File: src/rtl/pipe_pkg.sv
// Shared types and constants for the pipeline controller.
// State encoding, forwarding selects and push-word selects.
package pipe_pkg;

    typedef enum logic [2:0] {
        S_IDLE,
        S_DRAIN,
        S_PUSH_HI,
        S_PUSH_LO,
        S_PUSH_CCR,
        S_VECTOR
    } seq_state_e;

    localparam logic [1:0] FWD_REG = 2'd0;
    localparam logic [1:0] FWD_MEM = 2'd1;
    localparam logic [1:0] FWD_WB  = 2'd2;

    typedef enum logic [1:0] {
        PW_NONE,
        PW_PC_HI,
        PW_PC_LO,
        PW_CCR
    } push_sel_e;

endpackage

File: src/rtl/pipe_ctrl_unit_int_sequencer.sv
// Interrupt sequencer: drains the pipe, pushes PC/CCR, redirects.
// Owns the edge detector, pending flag and saved context.
module int_sequencer
    import pipe_pkg::*;
#(
    parameter int DATA_W       = 16,
    parameter int ADDR_W       = 32,
    parameter int CCR_W        = 3,
    parameter int DRAIN_CYCLES = 3
) (
    input  logic              clk,
    input  logic              RESET_n,
    input  logic              int_req_i,
    input  logic [ADDR_W-1:0] dec_pc_i,
    input  logic              br_taken_i,
    input  logic [ADDR_W-1:0] br_target_i,
    input  logic [CCR_W-1:0]  ccr_i,
    output logic              seq_hold_o,
    output logic              seq_bubble_o,
    output logic              seq_flush_fd_o,
    output logic              int_push_o,
    output logic [DATA_W-1:0] push_data_o,
    output logic              int_load_pc_o,
    output logic              int_ack_o,
    output logic              int_active_o
);

    localparam int CNT_W = $clog2(DRAIN_CYCLES + 1);
    localparam logic [CNT_W-1:0] CNT_LOAD = CNT_W'(DRAIN_CYCLES - 1);

    seq_state_e        state_q, state_d;
    logic [CNT_W-1:0]  cnt_q, cnt_d;
    logic              pend_q, pend_d;
    logic              int_req_q;
    logic [ADDR_W-1:0] pc_q, pc_d;
    logic [CCR_W-1:0]  ccr_q, ccr_d;
    push_sel_e         push_sel;
    logic              int_edge;

    assign int_edge     = int_req_i & ~int_req_q;
    assign int_active_o = (state_q != S_IDLE);

    // State, counter, edge history and saved context registers.
    always_ff @(posedge clk or negedge RESET_n) begin
        if (!RESET_n) begin
            state_q   <= S_IDLE;
            cnt_q     <= '0;
            pend_q    <= 1'b0;
            int_req_q <= 1'b0;
            pc_q      <= '0;
            ccr_q     <= '0;
        end else begin
            state_q   <= state_d;
            cnt_q     <= cnt_d;
            pend_q    <= pend_d;
            int_req_q <= int_req_i;
            pc_q      <= pc_d;
            ccr_q     <= ccr_d;
        end
    end

    // Next-state and sequencer control outputs.
    always_comb begin
        state_d        = state_q;
        cnt_d          = cnt_q;
        pend_d         = pend_q;
        pc_d           = pc_q;
        ccr_d          = ccr_q;
        seq_hold_o     = 1'b0;
        seq_bubble_o   = 1'b0;
        seq_flush_fd_o = 1'b0;
        int_push_o     = 1'b0;
        int_load_pc_o  = 1'b0;
        int_ack_o      = 1'b0;
        push_sel       = PW_NONE;
        if (int_edge && state_q != S_IDLE) pend_d = 1'b1;
        unique case (state_q)
            S_IDLE: begin
                if (int_edge || pend_q) begin
                    state_d        = S_DRAIN;
                    cnt_d          = CNT_LOAD;
                    pend_d         = 1'b0;
                    pc_d           = br_taken_i ? br_target_i : dec_pc_i;
                    seq_flush_fd_o = 1'b1;
                end
            end
            S_DRAIN: begin
                seq_hold_o   = 1'b1;
                seq_bubble_o = 1'b1;
                if (br_taken_i) pc_d = br_target_i;
                if (cnt_q == '0) begin
                    ccr_d   = ccr_i;
                    state_d = S_PUSH_HI;
                end else begin
                    cnt_d = cnt_q - 1'b1;
                end
            end
            S_PUSH_HI: begin
                seq_hold_o   = 1'b1;
                seq_bubble_o = 1'b1;
                int_push_o   = 1'b1;
                push_sel     = PW_PC_HI;
                state_d      = S_PUSH_LO;
            end
            S_PUSH_LO: begin
                seq_hold_o   = 1'b1;
                seq_bubble_o = 1'b1;
                int_push_o   = 1'b1;
                push_sel     = PW_PC_LO;
                state_d      = S_PUSH_CCR;
            end
            S_PUSH_CCR: begin
                seq_hold_o   = 1'b1;
                seq_bubble_o = 1'b1;
                int_push_o   = 1'b1;
                push_sel     = PW_CCR;
                state_d      = S_VECTOR;
            end
            S_VECTOR: begin
                // Fetch of the stale PC is discarded as the vector loads.
                seq_bubble_o   = 1'b1;
                seq_flush_fd_o = 1'b1;
                int_load_pc_o  = 1'b1;
                int_ack_o      = 1'b1;
                state_d        = S_IDLE;
            end
            default: state_d = S_IDLE;
        endcase
    end

    // Push-word mux over the saved context.
    always_comb begin
        push_data_o = '0;
        unique case (push_sel)
            PW_PC_HI: push_data_o = DATA_W'(pc_q[ADDR_W-1:DATA_W]);
            PW_PC_LO: push_data_o = pc_q[DATA_W-1:0];
            PW_CCR:   push_data_o = DATA_W'(ccr_q);
            default:  push_data_o = '0;
        endcase
    end

endmodule

File: src/rtl/pipe_ctrl_unit.sv
// Central pipeline controller: forwarding, load-use stall,
// branch flush and interrupt sequencing.
module pipe_ctrl_unit
    import pipe_pkg::*;
#(
    parameter int                DATA_W       = 16,
    parameter int                ADDR_W       = 32,
    parameter int                REG_AW       = 3,
    parameter int                CCR_W        = 3,
    parameter int                DRAIN_CYCLES = 3,
    parameter logic [ADDR_W-1:0] INT_VEC_ADDR = '0
) (
    input  logic              clk,
    input  logic              RESET_n,
    input  logic              int_req,
    input  logic [REG_AW-1:0] dec_rs,
    input  logic [REG_AW-1:0] dec_rd,
    input  logic              dec_uses_rs,
    input  logic              dec_uses_rd,
    input  logic [ADDR_W-1:0] dec_pc,
    input  logic [REG_AW-1:0] ex_rs,
    input  logic [REG_AW-1:0] ex_rd,
    input  logic              ex_mem_read,
    input  logic              ex_branch_taken,
    input  logic [ADDR_W-1:0] ex_branch_target,
    input  logic [REG_AW-1:0] mem_rd,
    input  logic              mem_reg_write,
    input  logic [REG_AW-1:0] wb_rd,
    input  logic              wb_reg_write,
    input  logic [CCR_W-1:0]  ccr_in,
    output logic [1:0]        fwd_src_sel,
    output logic [1:0]        fwd_dst_sel,
    output logic              pc_hold,
    output logic              fd_enable,
    output logic              cu_bubble,
    output logic              flush_fd,
    output logic              flush_de,
    output logic              int_push,
    output logic [DATA_W-1:0] push_data,
    output logic              int_load_pc,
    output logic [ADDR_W-1:0] pc_vector,
    output logic              int_active,
    output logic              int_ack
);

    logic seq_hold, seq_bubble, seq_flush_fd;
    logic load_use, stall;

    int_sequencer #(
        .DATA_W       (DATA_W),
        .ADDR_W       (ADDR_W),
        .CCR_W        (CCR_W),
        .DRAIN_CYCLES (DRAIN_CYCLES)
    ) u_seq (
        .clk            (clk),
        .RESET_n        (RESET_n),
        .int_req_i      (int_req),
        .dec_pc_i       (dec_pc),
        .br_taken_i     (ex_branch_taken),
        .br_target_i    (ex_branch_target),
        .ccr_i          (ccr_in),
        .seq_hold_o     (seq_hold),
        .seq_bubble_o   (seq_bubble),
        .seq_flush_fd_o (seq_flush_fd),
        .int_push_o     (int_push),
        .push_data_o    (push_data),
        .int_load_pc_o  (int_load_pc),
        .int_ack_o      (int_ack),
        .int_active_o   (int_active)
    );

    function automatic logic [1:0] fwd_sel(input logic [REG_AW-1:0] idx);
        if (mem_reg_write && mem_rd == idx) return FWD_MEM;
        if (wb_reg_write && wb_rd == idx)   return FWD_WB;
        return FWD_REG;
    endfunction

    assign pc_vector = INT_VEC_ADDR;

    // Operand forwarding; memory stage wins over writeback.
    always_comb begin
        fwd_src_sel = fwd_sel(ex_rs);
        fwd_dst_sel = fwd_sel(ex_rd);
    end

    // Load-use stall, branch flush and sequencer override merge.
    always_comb begin
        load_use = ex_mem_read && !int_active &&
                   ((dec_uses_rs && dec_rs == ex_rd) ||
                    (dec_uses_rd && dec_rd == ex_rd));
        stall     = load_use && !ex_branch_taken;
        pc_hold   = seq_hold | stall;
        fd_enable = ~(seq_hold | stall);
        cu_bubble = seq_bubble | stall;
        flush_fd  = ex_branch_taken | seq_flush_fd;
        flush_de  = ex_branch_taken;
    end

endmodule

File: config.mk
export PLATFORM = sky130hd
export DESIGN_NAME = pipe_ctrl_unit
export DESIGN_NICKNAME = d
export VERILOG_FILES = /design/src/rtl/pipe_pkg.sv /design/src/rtl/pipe_ctrl_unit_int_sequencer.sv /design/src/rtl/pipe_ctrl_unit.sv
export SDC_FILE = /design/constraint.sdc
export NUM_CORES = 1
export LEC_CHECK = 0
export CAP_MARGIN = 10
export CORE_MARGIN = 4
export CORE_UTILIZATION = 35
export DETAILED_ROUTE_END_ITERATION = 8
export DONT_BUFFER_PORTS = 1
export PLACE_DENSITY = 0.5
export SYNTH_ARGS = -nofsm -noshare
export SYNTH_HDL_FRONTEND = slang
export SYNTH_SLANG_ARGS = --single-unit
File: constraint.sdc
create_clock -name clk -period 4.9 [get_ports clk]
set_input_delay 0.49 -clock clk [delete_from_list [all_inputs] [get_ports clk]]
set_output_delay 0.49 -clock clk [all_outputs]
set_load 0.005 [all_outputs]
# Word level (Yosys, flattened, before mapping)
# Cells that the tools add are included.
[totals] input_bits=94 ram_bits=0 ff_bits=42 n_memories=0 latchBits=0 romBits=0
[op_classes] mux=35 eq_ne=18 bitwise=6 reduce_logical=25 n_shift=0 n_mul=0 addsub=1 magnitude_cmp=0 n_div=0
[op_table] operator="2-to-1 mux 32 bit" count=3
[op_table] operator="case mux 32 bit (2 select lines)" count=1
[op_table] operator="case mux 16 bit (3 select lines)" count=1
[op_table] operator="2-to-1 mux 2 bit" count=10
[op_table] operator="== test 3 bit" count=6
[op_table] operator="case mux 3 bit (5 select lines)" count=1
[op_table] operator="2-to-1 mux 1 bit" count=14
[op_table] operator="logical AND 1 bit" count=10
[op_table] operator="== test 3 x 2 -> 1 bit (second input constant)" count=2
[op_table] operator="== test 3 bit (second input constant)" count=2
[op_table] operator="2-to-1 mux 3 bit" count=2
[op_table] operator="case mux 2 bit (3 select lines)" count=1
[op_table] operator="AND reduction 3 bit" count=2
[op_table] operator="OR reduction 5 bit" count=1
[op_table] operator="== test 2 bit (second input constant)" count=2
[op_table] operator="inequality test 2 x 1 -> 1 bit (second input constant)" count=2
[op_table] operator="inequality test 2 bit (second input constant)" count=2
[op_table] operator="case mux 2 bit (2 select lines)" count=1
[op_table] operator="AND reduction 2 bit" count=2
[op_table] operator="OR reduction 4 bit" count=1
[op_table] operator="== test 3 x 1 -> 1 bit (second input constant)" count=1
[op_table] operator="zero test 3 bit" count=1
[op_table] operator="OR 1 bit" count=3
[op_table] operator="nonzero test 3 bit" count=1
[op_table] operator="10 further kinds" count=13

# Depth between registers and ports, before layout
[depth] ltp_word=7 ltp_mapped=6

# Modules after synthesis
# From an unflattened synthesis, not the netlist that was laid out.
[unflattened] cells_unflattened=335 hier_area_um2=2869.0
[by_module_without_submodules] mod="int_sequencer" area_each_um2=2359.8 cells_per_inst=265 n_inst=1
[by_module_without_submodules] mod="pipe_ctrl_unit" area_each_um2=509.2 cells_per_inst=70 n_inst=1

# Worst setup path after synthesis
# OpenSTA, ideal clock, no wires.
[synth_path] path_type="input to output" from="input ex_rd[0]" to="output fd_enable" t_arrival_ps=1503 path_buffers=1 path_stages=5 path_slack_ps=2907 cell_sequence="clkbuf_1 -> xnor2_1 -> nand4_1 -> a2111o_1 -> and2_1"
[synth_via] elab_chain_len=7
[synth_rtl] element="start: declaration" line_no="pipe_ctrl_unit.sv:22" text="input logic [REG_AW-1:0] ex_rd,"
[synth_rtl] element="== test 3 bit (on tied branches)" line_no="pipe_ctrl_unit.sv:89, pipe_ctrl_unit.sv:90"
[synth_rtl] element="logical AND 1 bit (on tied branches)" line_no="pipe_ctrl_unit.sv:89, pipe_ctrl_unit.sv:90"
[synth_rtl] element="logical OR 1 bit (*)" line_no="pipe_ctrl_unit.sv:89" text="((dec_uses_rs && dec_rs == ex_rd) ||"
[synth_rtl] element="logical AND 1 bit (*)" line_no="pipe_ctrl_unit.sv:88" text="load_use = ex_mem_read && !int_active &&"
[synth_rtl] element="logical AND 1 bit (*)" line_no="pipe_ctrl_unit.sv:91" text="stall = load_use && !ex_branch_taken;"
[synth_rtl] element="OR 1 bit (*)" line_no="pipe_ctrl_unit.sv:93" text="fd_enable = ~(seq_hold | stall);"
[synth_rtl] element="NOT 1 bit (*)" line_no="pipe_ctrl_unit.sv:93"
[synth_rtl] element="end: declaration" line_no="pipe_ctrl_unit.sv:34" text="output logic fd_enable,"
# Every way passes the cells marked *; elsewhere a longest branch is shown, timed or not.

# Worst setup path in the final report
[layout_path] from="register u_seq.state_q[0]" to="register u_seq.pc_q[7]"
[layout_via] elab_chain_len=3
[layout_rtl] element="start: declaration" line_no="pipe_ctrl_unit_int_sequencer.sv:31" text="seq_state_e state_q, state_d;"
[layout_rtl] element="start signal: assignment" line_no="pipe_ctrl_unit_int_sequencer.sv:53" text="state_q <= state_d;"
[layout_rtl] element="== test 3 x 1 -> 1 bit or zero test 3 bit (tied branches)" line_no="pipe_ctrl_unit_int_sequencer.sv:77" text="unique case (state_q)"
[layout_rtl] element="inequality test 2 bit (no line) (tied with other cells)"
[layout_rtl] element="AND reduction 3 bit (no line)"
[layout_rtl] element="end signal: assignment" line_no="pipe_ctrl_unit_int_sequencer.sv:57" text="pc_q <= pc_d;"
[layout_rtl] element="end: declaration" line_no="pipe_ctrl_unit_int_sequencer.sv:35" text="logic [ADDR_W-1:0] pc_q, pc_d;"
# Several ways; a longest one is shown, not always the timed one.
# A chain may end at the register's enable or synchronous reset.

==> reports/metrics.yaml <==
cts_htree_levels: 2
routed.top_layer: "met4"
ys_seq_elements: 42
die_x_um: 101
cts-root-buf: "clkbuf_8"
postLayoutSetupSlackWorst_ps: 1910
finalHoldViolations: 0
nNetsFinal: 348
synth.area.top_cells: "dfrtp_1, mux2_4, mux2_2"
async_flop_share_pct: 100
tightest_slew_ps: 1120
clk_pin_slew_ps: 80
vdd.ir_drop.worst_v: 0.000236
leakagePower_nw: 1.41
worst-r2r-cell-count: 5
place.gp.congestion: 0.750
cts_max_path_buffers: 2
n_antenna_cell: 0
crit_fanout: 23
wl_met3_um: 594
numCtsBuffers: 5
wl_um: 5970
initial_utilization_pct: 36.3
grt.overflow.total: 0
routed-wl-met2_um: 2810
grt_pass1_vias: 1771
via_per_inst: 4.74
post-route-period-util_pct: 61.0
antenna_found_initial: 0
worst_setup_path_start_kind: "flip-flop"
status: "finished, final reports clean"
synth_flop_cell: "dfrtp_1"
drive_above_1_share_pct: 31.1
portBuffers: 0
max_cap_viol_count: 0
core_area_sq_um: 8300
syn2layout_area_growth_pct: 1.79
wl_per_cell_um: 16.6
p_comb_share_pct: 50.4
drv_slew: 0
finalClockSkew_ps: 3.72
finalPower_mw: 1.90
rows: 33
switching_power_mw: 0.654
netlist_area_sq_um: 3010
worstPathArrival_ps: 3160
synth.most_common_cell: "dfrtp_1"
path_class: "reg -> reg"
crit_required_ps: 5070
first_pass_iters: 3
cts_tree: "built"
switching_share_pct: 34.3
synth_top_area_share_pct: 34.9
chipHeight_um: 101
p_int_mw: 1.25
syn_area_per_cell_sq_um: 11.7
drcViolationCount: 0
ys_warn_count: 0
p_seq_share_pct: 35.4
grt_pass1_wl_um: 9000
power_frac_clock_pct: 14.2
yosysTopAreaCell: "dfrtp_1"
setup_viol: 0
synthCells: 257
clock-sinks: 42
m1WireLength_um: 2530
synth_cell_types: 37
synth_commonest_cells: "dfrtp_1, mux2_4, buf_4, mux2_2, nor2_1"
cp-end-kind: "flip-flop"
synth-edff-count: 0
die-area_sq_um: 10200
grt_setup_unrepaired: "false"
utilization_pct: 37.0
fin_crit_ps: 2990
grt_start_max_net_pins: 43
drtIter0Drc: 14
setup_tns_ps: 0
preCtsSetupSlack_ps: 1870
timing.fmax_mhz: 335
clk-insertion-delay-late_ps: 280
cts_setup_buffers: 0
num_vias: 1700
pin_count: 155
hpwl_um: 4550
max_slew_margin_pct: 25.4
ant_nets: 0
p_per_area_nw_per_um2: 621
grt_usage_pct: 11.5
hold_path.class: "in -> async"
seq_area_frac_synth_pct: 34.9
==> per-stage QoR <==
stage	hold slack (ps)	instances	instance area, sq um
after detailed placement	196	350	2930
after CTS	33.2	359	3070
final	31.4	359	3070
after floorplan	194	288	3130
after global routing	27.5	359	3070
after global placement	196	350	2930
==> critical path, stage by stage (launching register included) <==
cell and delay, ps:
dfrtp_1 1080, or3_4 310, o21ba_4 180, a21oi_4 500
buf_4 420, mux2_2 370
==> cells by family (layout without fill, tap and decap cells) <==
family	count (synthesis)	in the layout	synth area share, %
AOI/OAI and AO/OA	15	15	3.78
DFF	42	42	34.9
buffers and inverters	48	14	11.8
muxes	83	83	35.3
and+or+nand+nor	49	49	8.43
other	1	32	0.124
xor gates and xnor gates	18	18	5.23
adders and majority gates	1	1	0.415
==> state kept, by name, summed over array words and instances, names as in the netlist <==
register,cells
u_seq.int_req_q,1
u_seq.ccr_q,3
u_seq.cnt_q,2
u_seq.pend_q,1
u_seq.pc_q,32
u_seq.state_q,3
==> final cells by class <==
type | count | area, sq um
Clock buffer | 7 | 76.3
Inverter | 4 | 15.0
Fill cell | 845 | 5230
Tap cell | 105 | 131
Multi-Input combinational cell | 198 | 1730
Sequential cell | 42 | 1050
Clock inverter | 1 | 30.0
Timing Repair Buffer | 2 | 35.0
==> path summary, 6_finish.rpt <==
check | start | endpoint | slack [ps]
worst max register to register | u_seq.state_q[0]$_DFFE_PN0P_ | u_seq.pc_q[7]$_DFFE_PN0P_ | 1910
worst min-delay path | RESET_n | u_seq.pc_q[13]$_DFFE_PN0P_ | 30
max in group asynchronous | RESET_n | u_seq.cnt_q[1]$_DFFE_PN0P_ | 4660
worst max-delay path | u_seq.state_q[0]$_DFFE_PN0P_ | u_seq.pc_q[7]$_DFFE_PN0P_ | 1910
worst min register to register | u_seq.pc_q[28]$_DFFE_PN0P_ | u_seq.pc_q[28]$_DFFE_PN0P_ | 510
min in group clk | int_req | u_seq.int_req_q$_DFF_PN0_ | 230
==> per-layer routing <==
metal	track usage [%]	vias to the layer above
li1	-	805
met1	14.7	790
met2	18.5	103
met3	3.94	2
met4	2.80	0
met5	0	-
==> power by group through the flow <==
stage | registers (mW) | logic [mW] | clock network, mW
after floorplan | 0.607 | 0.936 | 0
after global placement | 0.679 | 0.951 | 0
after detailed placement | 0.682 | 0.971 | 0
after CTS | 0.677 | 0.982 | 0.280
after global routing | 0.703 | 1.06 | 0.298
final | 0.674 | 0.960 | 0.270
==> repair_timing <==
action | 4_1_cts | 5_1_grt
hold buffers | 1 | 0
setup endpoints to repair | 0 | 0
hold endpoints to repair | 42 | 0
gates resized for setup | 0 | 0
==> placed cells by master (no fill, tap or decap), drive strengths merged, types with 3 or more instances in the layout <==
cell / Yosys / final
xnor2: 14 / 14
and2: 3 / 3
clkbuf: 2 / 7
nand4: 4 / 4
xor2: 4 / 4
nand2: 9 / 9
nor2b: 3 / 3
nand2b: 3 / 3
o21ai: 7 / 7
mux2i: 16 / 16
nor2: 19 / 19
mux2: 67 / 67
conb: 1 / 32
inv: 4 / 4
dfrtp: 42 / 42
Note: power is estimated with default switching activity, not from simulation.
